`config.mk`:
```
export PLATFORM = sky130hd
export DESIGN_NAME = tpu_job_sequencer_flat
export DESIGN_NICKNAME = d
export VERILOG_FILES = /design/src/rtl/tpu_job_sequencer_if.sv /design/src/rtl/tpu_job_sequencer.sv /design/src/flat_wrapper.sv
export SDC_FILE = /design/constraint.sdc
export NUM_CORES = 1
export LEC_CHECK = 0
export CORE_AREA = 3 3 178 128
export CTS_BUF_LIST = sky130_fd_sc_hd__clkbuf_4
export DETAILED_ROUTE_END_ITERATION = 10
export DIE_AREA = 0 0 181 131
export GPL_TIMING_DRIVEN = 0
export PLACE_DENSITY = 0.74
export SLEW_MARGIN = 5
export SYNTH_ARGS = -nofsm -noshare
export SYNTH_HDL_FRONTEND = slang
export SYNTH_SLANG_ARGS = --single-unit
```
`constraint.sdc`:
```
create_clock -name clk -period 2.85 [get_ports clk]
set_input_delay 0.57 -clock clk [delete_from_list [all_inputs] [get_ports clk]]
set_output_delay 0.57 -clock clk [all_outputs]
set_load 0.02 [all_outputs]
```
`src/rtl/tpu_job_sequencer_if.sv`:
```
// rtl/tpu_job_sequencer_if.sv - source fetch, result write and TPU bus signals of the job sequencer
interface tpu_job_sequencer_if #(
    parameter int DATAW  = 64,
    parameter int ADDRW  = 16,
    parameter int SRC_AW = 8
);
    logic              src_req;
    logic [SRC_AW-1:0] src_addr;
    logic              src_valid;
    logic [DATAW-1:0]  src_data;
    logic              res_we;
    logic [SRC_AW-1:0] res_addr;
    logic [DATAW-1:0]  res_data;
    logic              res_ready;
    logic              tpu_r_w;
    logic [ADDRW-1:0]  tpu_addr;
    logic [DATAW-1:0]  tpu_wdata;
    logic [DATAW-1:0]  tpu_rdata;

    modport master (
        output src_req, src_addr,
        input  src_valid, src_data,
        output res_we, res_addr, res_data,
        input  res_ready,
        output tpu_r_w, tpu_addr, tpu_wdata,
        input  tpu_rdata
    );

    modport slave (
        input  src_req, src_addr,
        output src_valid, src_data,
        input  res_we, res_addr, res_data,
        output res_ready,
        input  tpu_r_w, tpu_addr, tpu_wdata,
        output tpu_rdata
    );
endinterface

```
`src/rtl/tpu_job_sequencer.sv`:
```
// rtl/tpu_job_sequencer.sv - drives one matmul job: load A/B/C into the TPU, run it, copy C out
module tpu_job_sequencer #(
    parameter int DIM         = 8,
    parameter int DATAW       = 64,
    parameter int ADDRW       = 16,
    parameter int SRC_AW      = 8,
    parameter int MATMUL_WAIT = 26
) (
    input  logic              clk,
    input  logic              rst_n,
    input  logic              start,
    input  logic              load_c,
    input  logic [SRC_AW-1:0] src_base,
    input  logic [SRC_AW-1:0] res_base,
    output logic              busy,
    output logic              done,
    tpu_job_sequencer_if.master bus
);
    localparam int NWORDS = 4 * DIM;
    localparam int NRES   = 2 * DIM;
    localparam int KW     = $clog2(NWORDS);
    localparam int JW     = $clog2(NRES);
    localparam int WW     = (MATMUL_WAIT > 1) ? $clog2(MATMUL_WAIT) : 1;

    localparam logic [2:0] S_IDLE    = 3'd0;
    localparam logic [2:0] S_FETCH   = 3'd1;
    localparam logic [2:0] S_ISSUE   = 3'd2;
    localparam logic [2:0] S_MM_GO   = 3'd3;
    localparam logic [2:0] S_MM_WAIT = 3'd4;
    localparam logic [2:0] S_READ    = 3'd5;
    localparam logic [2:0] S_PUSH    = 3'd6;
    localparam logic [2:0] S_DONE    = 3'd7;

    logic [2:0]        state;
    logic [KW-1:0]     k_q;
    logic [JW-1:0]     j_q;
    logic [WW-1:0]     wait_q;
    logic [SRC_AW-1:0] src_base_q;
    logic [SRC_AW-1:0] res_base_q;
    logic              load_c_q;
    logic [DATAW-1:0]  data_q;
    logic [DATAW-1:0]  res_data_q;

    logic              k_last;
    logic              skip_next;
    logic              j_last;
    logic [ADDRW-1:0]  issue_addr;
    logic [ADDRW-1:0]  read_addr;

    assign k_last    = (32'(k_q) == NWORDS - 1);
    // C words are written as zeros without touching the source when load_c was low at start
    assign skip_next = !load_c_q && (32'(k_q) + 1 >= NRES);
    assign j_last    = (32'(j_q) == NRES - 1);
    assign read_addr = ADDRW'(32'h0300 + 32'(j_q) * 8);

    always_comb begin
        issue_addr = '0;
        if (32'(k_q) < DIM)
            issue_addr = ADDRW'(32'h0100 + 32'(k_q) * 8);
        else if (32'(k_q) < NRES)
            issue_addr = ADDRW'(32'h0200);
        else
            issue_addr = ADDRW'(32'h0300 + (32'(k_q) - NRES) * 8);
    end

    always_ff @(posedge clk or negedge rst_n) begin
        if (!rst_n) begin
            state      <= S_IDLE;
            k_q        <= '0;
            j_q        <= '0;
            wait_q     <= '0;
            src_base_q <= '0;
            res_base_q <= '0;
            load_c_q   <= 1'b0;
            data_q     <= '0;
            res_data_q <= '0;
        end else begin
            case (state)
                S_IDLE: begin
                    if (start) begin
                        src_base_q <= src_base;
                        res_base_q <= res_base;
                        load_c_q   <= load_c;
                        k_q        <= '0;
                        state      <= S_FETCH;
                    end
                end
                S_FETCH: begin
                    if (bus.src_valid) begin
                        data_q <= bus.src_data;
                        state  <= S_ISSUE;
                    end
                end
                S_ISSUE: begin
                    k_q <= k_q + 1'b1;
                    if (k_last) begin
                        state <= S_MM_GO;
                    end else if (skip_next) begin
                        data_q <= '0;
                        state  <= S_ISSUE;
                    end else begin
                        state <= S_FETCH;
                    end
                end
                S_MM_GO: begin
                    wait_q <= '0;
                    j_q    <= '0;
                    state  <= (MATMUL_WAIT == 0) ? S_READ : S_MM_WAIT;
                end
                S_MM_WAIT: begin
                    if (32'(wait_q) == MATMUL_WAIT - 1)
                        state <= S_READ;
                    else
                        wait_q <= wait_q + 1'b1;
                end
                S_READ: begin
                    // dataOut is valid in the same cycle as the read address
                    res_data_q <= bus.tpu_rdata;
                    state      <= S_PUSH;
                end
                S_PUSH: begin
                    if (bus.res_ready) begin
                        j_q   <= j_q + 1'b1;
                        state <= j_last ? S_DONE : S_READ;
                    end
                end
                S_DONE: state <= S_IDLE;
                default: state <= S_IDLE;
            endcase
        end
    end

    always_comb begin
        bus.src_req   = 1'b0;
        bus.src_addr  = '0;
        bus.res_we    = 1'b0;
        bus.res_addr  = '0;
        bus.tpu_r_w   = 1'b0;
        bus.tpu_addr  = '0;
        bus.tpu_wdata = '0;
        done          = 1'b0;
        busy          = (state != S_IDLE) && (state != S_DONE);
        case (state)
            S_FETCH: begin
                bus.src_req  = 1'b1;
                bus.src_addr = src_base_q + SRC_AW'(k_q);
            end
            S_ISSUE: begin
                bus.tpu_r_w   = 1'b1;
                bus.tpu_addr  = issue_addr;
                bus.tpu_wdata = data_q;
            end
            S_MM_GO: begin
                bus.tpu_r_w  = 1'b1;
                bus.tpu_addr = ADDRW'(32'h0400);
            end
            S_READ:  bus.tpu_addr = read_addr;
            S_PUSH: begin
                bus.res_we   = 1'b1;
                bus.res_addr = res_base_q + SRC_AW'(j_q);
            end
            S_DONE:  done = 1'b1;
            default: ;
        endcase
    end

    assign bus.res_data = res_data_q;
endmodule

```
`src/flat_wrapper.sv`:
```
// flat-port wrapper written by rule: the top's interface ports become plain ports
module tpu_job_sequencer_flat 
#(
    parameter int DIM         = 8,
    parameter int DATAW       = 64,
    parameter int ADDRW       = 16,
    parameter int SRC_AW      = 8,
    parameter int MATMUL_WAIT = 26
)
  (clk, rst_n, start, load_c, src_base, res_base, busy, done, bus_src_req, bus_src_addr, bus_src_valid, bus_src_data, bus_res_we, bus_res_addr, bus_res_data, bus_res_ready, bus_tpu_r_w, bus_tpu_addr, bus_tpu_wdata, bus_tpu_rdata);
  tpu_job_sequencer_if #(.DATAW(DATAW), .ADDRW(ADDRW), .SRC_AW(SRC_AW)) bus_i ();
  input  logic clk;
  input  logic rst_n;
  input  logic start;
  input  logic load_c;
  input  logic [SRC_AW-1:0] src_base;
  input  logic [SRC_AW-1:0] res_base;
  output logic busy;
  output logic done;
  output wire logic [$bits(bus_i.src_req)-1:0] bus_src_req;
  output wire logic [$bits(bus_i.src_addr)-1:0] bus_src_addr;
  input wire logic [$bits(bus_i.src_valid)-1:0] bus_src_valid;
  input wire logic [$bits(bus_i.src_data)-1:0] bus_src_data;
  output wire logic [$bits(bus_i.res_we)-1:0] bus_res_we;
  output wire logic [$bits(bus_i.res_addr)-1:0] bus_res_addr;
  output wire logic [$bits(bus_i.res_data)-1:0] bus_res_data;
  input wire logic [$bits(bus_i.res_ready)-1:0] bus_res_ready;
  output wire logic [$bits(bus_i.tpu_r_w)-1:0] bus_tpu_r_w;
  output wire logic [$bits(bus_i.tpu_addr)-1:0] bus_tpu_addr;
  output wire logic [$bits(bus_i.tpu_wdata)-1:0] bus_tpu_wdata;
  input wire logic [$bits(bus_i.tpu_rdata)-1:0] bus_tpu_rdata;
  assign bus_src_req = bus_i.src_req;
  assign bus_src_addr = bus_i.src_addr;
  assign bus_i.src_valid = bus_src_valid;
  assign bus_i.src_data = bus_src_data;
  assign bus_res_we = bus_i.res_we;
  assign bus_res_addr = bus_i.res_addr;
  assign bus_res_data = bus_i.res_data;
  assign bus_i.res_ready = bus_res_ready;
  assign bus_tpu_r_w = bus_i.tpu_r_w;
  assign bus_tpu_addr = bus_i.tpu_addr;
  assign bus_tpu_wdata = bus_i.tpu_wdata;
  assign bus_i.tpu_rdata = bus_tpu_rdata;
  tpu_job_sequencer #(.DIM(DIM), .DATAW(DATAW), .ADDRW(ADDRW), .SRC_AW(SRC_AW), .MATMUL_WAIT(MATMUL_WAIT)) u_core (.clk(clk), .rst_n(rst_n), .start(start), .load_c(load_c), .src_base(src_base), .res_base(res_base), .busy(busy), .done(done), .bus(bus_i));
endmodule
```
==> qor.csv, run 1 <==
metric;value;unit
dpl hpwl;16500;um
Die Ht;131;um
Worst Setup Slack post-DPL;-831;ps
CTS Buf Count;17;
Setup crit end kind;output pin;
met3 Usage GRT;0.0728;
Max VDD drop;0.000555;V
Nets;1247;
GR Layer Usage met1;0.248;
most used routing layer;met2;
number of synthesized flops with an enable pin;0;
Fin Hold WS;490;ps
top-level I/O count;315;
met2 usage;0.286;
Setup CP Type;flip-flop to output pin;
startpoint types;flip-flop;
overall routing resource usage;0.184;
Maximum Capacitance Violations;0;
top_reg_cell synth;dfrtp_1;
Pleak;0.00555;uW
initial antenna violation count;0;
Die Width;181;um
Hold Fails Final Rpt;0;
CTS tree;built;
worst relative slew slack;0.613;
count of cell types in the netlist;50;
CP Max Fanout;3;
routed wire length;22900;um
Syn-to-layout area delta;52.6;%
Final Setup Violations;1;
worst-case clock buffer depth;2;
via count;6514;
die area;23700;sq um
Pre-antenna DRT Iters;4;
Initial Utilization;0.347;
CP Data Required Time;2280;ps
first-pass GRT wire length;34700;um
Residual DRC;0;
Setup Skew;26.2;ps
Synth area leader;dfrtp_1;
Cells after Synth;725;
row count;45;
#FFs+latches synth;162;
clk_lat worst skew;540;ps
Max Freq;349;MHz
Routed Antenna Nets;0;
vias in the first global route;6328;
top post-synthesis cells by area;dfrtp_1 55%, nand2_1 11%, a22o_1 8.2%;
sequential area share after synthesis;0.547;
Largest stage delay, worst path;460;ps
H-Tree Depth;4;
vias per inst;4.74;
area of the mapped netlist;7410;sq um
port buffer count;305;
post-synth top area share;0.547;
Worst Max-Slew Pin Slew;580;ps
fin crit share;1.00;
PD cells;983;nW/um^2
minimum clock period;2860;ps
layout cells sized above 1;0.208;
critical path cell sequence;ha_4 > fa_2 > a21o_1 > a21oi_2 > xor2_1 > nor2_1 > buf_4;
failing checks;setup timing;
wire per inst;16.6;um
Max Slew Vio Count;0;
# diodes;0;
status;complete, but fails checks;
asr flop ratio synth;1.00;
mean area per synthesized cell;10.2;sq um
yosys synthesis warning count;0;
Crit-path slowest cell;dfrtp_2;
clock-pin slew on the worst setup and hold paths;150;ps
Core Region;21300;sq um
fillers;1952;
largest net degree at the start of global routing;91;
final worst setup slack;-12.1;ps
starting DRC count in detailed routing;399;
Hold WC Path Type;flip-flop to flip-flop;
clk sinks;162;
crit path DAT;2290;ps
total gr overflow;0;
Root Buffer;clkbuf_4;
routability cong.;0.822;
RSZ-0062 raised after global routing;true;
metrics by stage:
| step | total power [uW] | util | std cells | setup TNS [ps] | cell area, sq um |
|---|---|---|---|---|---|
| 2_1_floorplan | 7020 | - | 733 | 0 | 7440 |
| 3_3_place_gp | 9320 | 0.508 | 1320 | -928570 | 10900 |
| 3_5_place_dp | 9420 | 0.510 | 1321 | -18640 | 10900 |
| 4_1_cts | 11000 | 0.526 | 1368 | -172 | 11200 |
| 5_1_grt | 11900 | 0.530 | 1375 | -644 | 11300 |
| 6_report | 11100 | 0.530 | 1375 | -12.1 | 11300 |
cell families after synthesis:
family                   synth area share
multiplexers                       0.0270
buffers and inverters              0.0542
adder cells (fa/ha/maj)            0.0290
other                            0.000506
AO/OA/AOI/OAI                       0.125
flip-flops                          0.547
XOR/XNOR                          0.00945
AND/OR/NAND/NOR                     0.208
final timing paths:
| path | slack [ps] | endpoint | cells past startpoint | startpoint |
|---|---|---|---|---|
| max | -10 | bus_res_addr[4] | 7 | u_core.j_q[0]$_DFFE_PN0P_ |
| min | 490 | u_core.bus.res_data[3]$_DFFE_PN0N_ | 2 | u_core.bus.res_data[3]$_DFFE_PN0N_ |
| max reg2reg | 200 | u_core.data_q[48]$_DFFE_PN0P_ | 9 | u_core.k_q[0]$_DFFE_PN0P_ |
| min reg2reg | 490 | u_core.bus.res_data[3]$_DFFE_PN0N_ | 2 | u_core.bus.res_data[3]$_DFFE_PN0N_ |
| max in group asynchronous | 1460 | u_core.data_q[52]$_DFFE_PN0P_ | 3 | rst_n |
| min in group asynchronous | 530 | u_core.bus.res_data[60]$_DFFE_PN0N_ | 2 | rst_n |
flip-flops by register name (all words and copies together), names as in the netlist:
name                 cells
u_core.wait_q            5
u_core.res_base_q        8
u_core.bus.res_data     64
u_core.load_c_q          1
u_core.state             3
u_core.k_q               5
u_core.j_q               4
u_core.src_base_q        8
u_core.data_q           64
cell usage after synthesis (4+ instances only):
master / count
clkbuf_1: 20
xnor2_1: 4
nand3_1: 13
dfrtp_1: 162
xor2_1: 4
ha_1: 14
buf_6: 15
inv_1: 9
a21oi_1: 10
and2_1: 70
nand2_1: 211
buf_4: 9
nor2_1: 18
a22o_1: 69
mux2_2: 16
o21ai_0: 22
buf_2: 8
worst max-delay path: cells and delay by family, from the launching register on:
family,cells,cell delay (ps)
simple gates,1,70
flops,1,460
buf+inv,1,160
compound gates,2,350
xor+xnor,1,180
fa+ha+maj,2,540
metal layers:
metal / vias to the layer above / routed length, um
li1: 3130 / -
met1: 3118 / 10200
met2: 250 / 10400
met3: 16 / 2080
met4: 0 / 204
met5: - / 0
area by class of cell:
class	instances	area, sq um	share of cell area
Clock inverter	13	153	0.0135
Clock buffer	18	135	0.0119
Sequential cell	162	4060	0.359
Multi-Input combinational cell	507	3160	0.279
Buffer	49	405	0.0358
Tap cell	282	353	0.0312
Timing Repair Buffer	333	3000	0.265
Inverter	11	46.3	0.00409
cell usage in the layout (no fill, tap or decap), types with 16 or more instances in the layout:
cell type        Yosys  final
buf_4                9     48
buf_6               15     27
and2_1              70     64
clkdlybuf4s50_1      0    213
a22o_1              69     69
clkbuf_4             0     18
nor2_1              18     18
dlygate4sd2_1        0     17
buf_2                8     49
mux2_2              16     16
o21ai_0             22     16
nand2_1            211    210
dfrtp_1            162    154
report_power, final:
part           internal (uW)  switching (uW)
Sequential              3360             644
Combinational           2750            2960
Clock                    544             877
repair_timing:
item | in CTS | in global routing
endpoints found under the setup margin | 91 | 84
gates cloned | 0 | 3
gates resized for setup | 346 | 64
setup buffers | 18 | 6
hold buffers | 1 | 0
endpoints found under the hold margin | 72 | 0
pin swaps | 8 | 9
No activity file was read; power rests on OpenSTA's default activity.
==> inputs of run 2 (changes only) <==
--- a/config.mk
+++ b/config.mk
@@ -5,12 +5,14 @@
 export SDC_FILE = /design/constraint.sdc
 export NUM_CORES = 1
 export LEC_CHECK = 0
-export CORE_AREA = 3 3 178 128
+export CORE_AREA = 3 3 160 115
 export CTS_BUF_LIST = sky130_fd_sc_hd__clkbuf_4
 export DETAILED_ROUTE_END_ITERATION = 10
-export DIE_AREA = 0 0 181 131
+export DIE_AREA = 0 0 163 118
 export GPL_TIMING_DRIVEN = 0
-export PLACE_DENSITY = 0.74
+export MAX_ROUTING_LAYER = met4
+export PLACE_DENSITY = 0.87
+export SKIP_LAST_GASP = 1
 export SLEW_MARGIN = 5
 export SYNTH_ARGS = -nofsm -noshare
 export SYNTH_HDL_FRONTEND = slang
==> qor.csv, run 2 (synthesis results as in run 1) <==
metric;value;unit;change
status;complete, but fails checks;;unchanged
fillers;1317;;was 1952
Worst Max-Slew Pin Slew;605;ps;was 580 ps
CTS Buf Count;17;;unchanged
area of the multi-input gates;3150;sq um;was 3160 sq um
Routed Antenna Nets;0;;unchanged
WP buf/inv;1;;unchanged
register area;4060;sq um;about the same
Final Setup Violations;1;;unchanged
worst relative slew slack;0.597;;was 0.613
CP Max Fanout;3;;unchanged
Residual DRC;0;;unchanged
crit path DAT;2280;ps;was 2290 ps
Root Buffer;clkbuf_4;;unchanged
startpoint types;flip-flop;;unchanged
Initial Utilization;0.436;;was 0.347
Max VDD drop;0.000686;V;was 0.000555 V
Maximum Capacitance Violations;0;;unchanged
critical path depth in cells;7;;unchanged
vias per inst;5.00;;was 4.74
PD cells;985;nW/um^2;was 983 nW/um^2
Nets;1250;;was 1247
R2R cell count;8;;was 9
Syn-to-layout area delta;50.6;%;was 52.6%
port buffer count;305;;unchanged
Core Region;17000;sq um;was 21300 sq um
failing checks;setup timing;;unchanged
minimum clock period;2850;ps;was 2860 ps
Hold Fails Final Rpt;0;;unchanged
Max Slew Vio Count;0;;unchanged
total gr overflow;0;;unchanged
clk sinks;162;;unchanged
commonest non-fill, non-tap cell in the layout;clkdlybuf4s50_1;;unchanged
clk_lat worst skew;540;ps;about the same
Setup Skew;30.1;ps;was 26.2 ps
most frequent cells in the layout;215 x clkdlybuf4s50_1, 210 x nand2_1, 155 x dfrtp_1;;was 213 x clkdlybuf4s50_1, 210 x nand2_1, 154 x dfrtp_1
clock-pin slew on the worst setup and hold paths;160;ps;was 150 ps
critical path cell sequence;ha_4 > fa_2 > a21o_1 > a21oi_2 > o21ai_1 > a21oi_1 > buf_4;;was ha_4 > fa_2 > a21o_1 > a21oi_2 > xor2_1 > nor2_1 > buf_4
final worst setup slack;-1.86;ps;was -12.1 ps
routed wire length;22600;um;was 22900 um
family with the most delay on the worst path;compound AO/OA/AOI/OAI gates;;was adder cells
fin crit share;1.00;;about the same
layout cells sized above 1;0.213;;was 0.208
overall routing resource usage;0.237;;was 0.184
worst-case clock buffer depth;2;;unchanged
Setup CP Type;flip-flop to output pin;;unchanged
first-pass GRT wire length;34900;um;was 34700 um
initial antenna violation count;2;;was 0
RSZ-0062 raised after global routing;true;;unchanged
Largest stage delay, worst path;460;ps;about the same
hold path cells;2;;unchanged
H-Tree Depth;4;;unchanged
wire per inst;17.0;um;was 16.6 um
Crit-path slowest cell;dfrtp_2;;unchanged
Die Ht;118;um;was 131 um
final core occ;0.656;;was 0.530
dpl hpwl;16400;um;was 16500 um
largest net degree at the start of global routing;85;;was 91
row count;40;;was 45
Fin Hold WS;485;ps;was 490 ps
vias in the first global route;6571;;was 6328
Max Freq;351;MHz;was 349 MHz
Pre-antenna DRT Iters;5;;was 4
CP Data Required Time;2280;ps;about the same
Hold WC Path Type;flip-flop to flip-flop;;unchanged
top-level I/O count;315;;unchanged
via count;6644;;was 6514
Die Width;163;um;was 181 um
CTS tree;built;;unchanged
die area;19200;sq um;was 23700 sq um
Pleak;0.00549;uW;was 0.00555 uW
Setup crit end kind;output pin;;unchanged
routability cong.;0.840;;was 0.822
Worst Setup Slack post-DPL;-515;ps;was -831 ps
starting DRC count in detailed routing;556;;was 399
==> run 2: cell count changes in the layout (fill, tap and decap cells not counted), moves of 2 or more <==
cell | before | now
dlygate4sd2_1 | 17 | 9
bufinv_16 | 2 | 0
clkdlybuf4s50_1 | 213 | 215
buf_2 | 49 | 26
diode_2 | 0 | 2
clkbuf_4 | 18 | 23
buf_6 | 27 | 18
and2_4 | 7 | 2
clkbuf_2 | 8 | 52
buf_12 | 0 | 2
and2_1 | 64 | 69
buf_4 | 48 | 41
==> run 2: worst min-delay path, stage by stage, from the launching register on <==
cell,delay (ps)
dfrtp_1,360
nand2_1,50
nand2_1,50
==> run 2: final cells by class <==
type,instances,area share
flip-flops and latches,162,0.364
clock buffers,19,0.0128
well taps,231,0.0259
repair buffers,335,0.266
diodes,2,0.000448
inverters,11,0.00415
clock inverters,13,0.00930
plain buffers,50,0.0353
multi-input cells,507,0.282
==> run 2: worst paths after layout <==
path / startpoint / slack, ps / endpoint
setup reg to reg: u_core.k_q[0]$_DFFE_PN0P_ / 290 / u_core.data_q[50]$_DFFE_PN0P_
setup / recovery: u_core.j_q[0]$_DFFE_PN0P_ / -2 / bus_res_addr[6]
hold reg to reg: u_core.bus.res_data[45]$_DFFE_PN0N_ / 490 / u_core.bus.res_data[45]$_DFFE_PN0N_
max in group asynchronous: rst_n / 1440 / u_core.data_q[4]$_DFFE_PN0P_
min in group asynchronous: rst_n / 560 / u_core.bus.res_data[56]$_DFFE_PN0N_
hold / removal: u_core.bus.res_data[45]$_DFFE_PN0N_ / 490 / u_core.bus.res_data[45]$_DFFE_PN0N_
==> run 2: metal layers <==
layer | GRT usage | up-vias | routed length, um
li1 | - | 3134 | -
met1 | 0.292 | 3199 | 9500
met2 | 0.373 | 284 | 10800
met3 | 0.0805 | 27 | 1910
met4 | 0.0660 | 0 | 331
met5 | - | - | 0
==> run 2: repair_timing <==
item | 4_1_cts | 5_1_grt
hold buffers | 1 | 0
gates resized for setup | 235 | 125
cloned | 0 | 1
hold endpoints to repair | 68 | 0
pin swaps | 10 | 10
setup endpoints to repair | 90 | 80
buffers inserted | 18 | 9
==> run 2: through the flow <==
step                      std cells  TNS (ps)  total power (uW)  area (sq um)
after global routing           1330      -891             11700         11200
final                          1330     -1.86             11000         11200
after floorplan                 733         0              7020          7440
after CTS                      1319      -204             10900         11300
after detailed placement       1270     -8930              9440         10800
after global placement         1269   -878920              9270         10800
==> run 2: report_power, final <==
group          total [uW]  internal [uW]  switching, uW
Clock                1240            379            864
Sequential           4010           3360            653
Combinational        5740           2750           2990
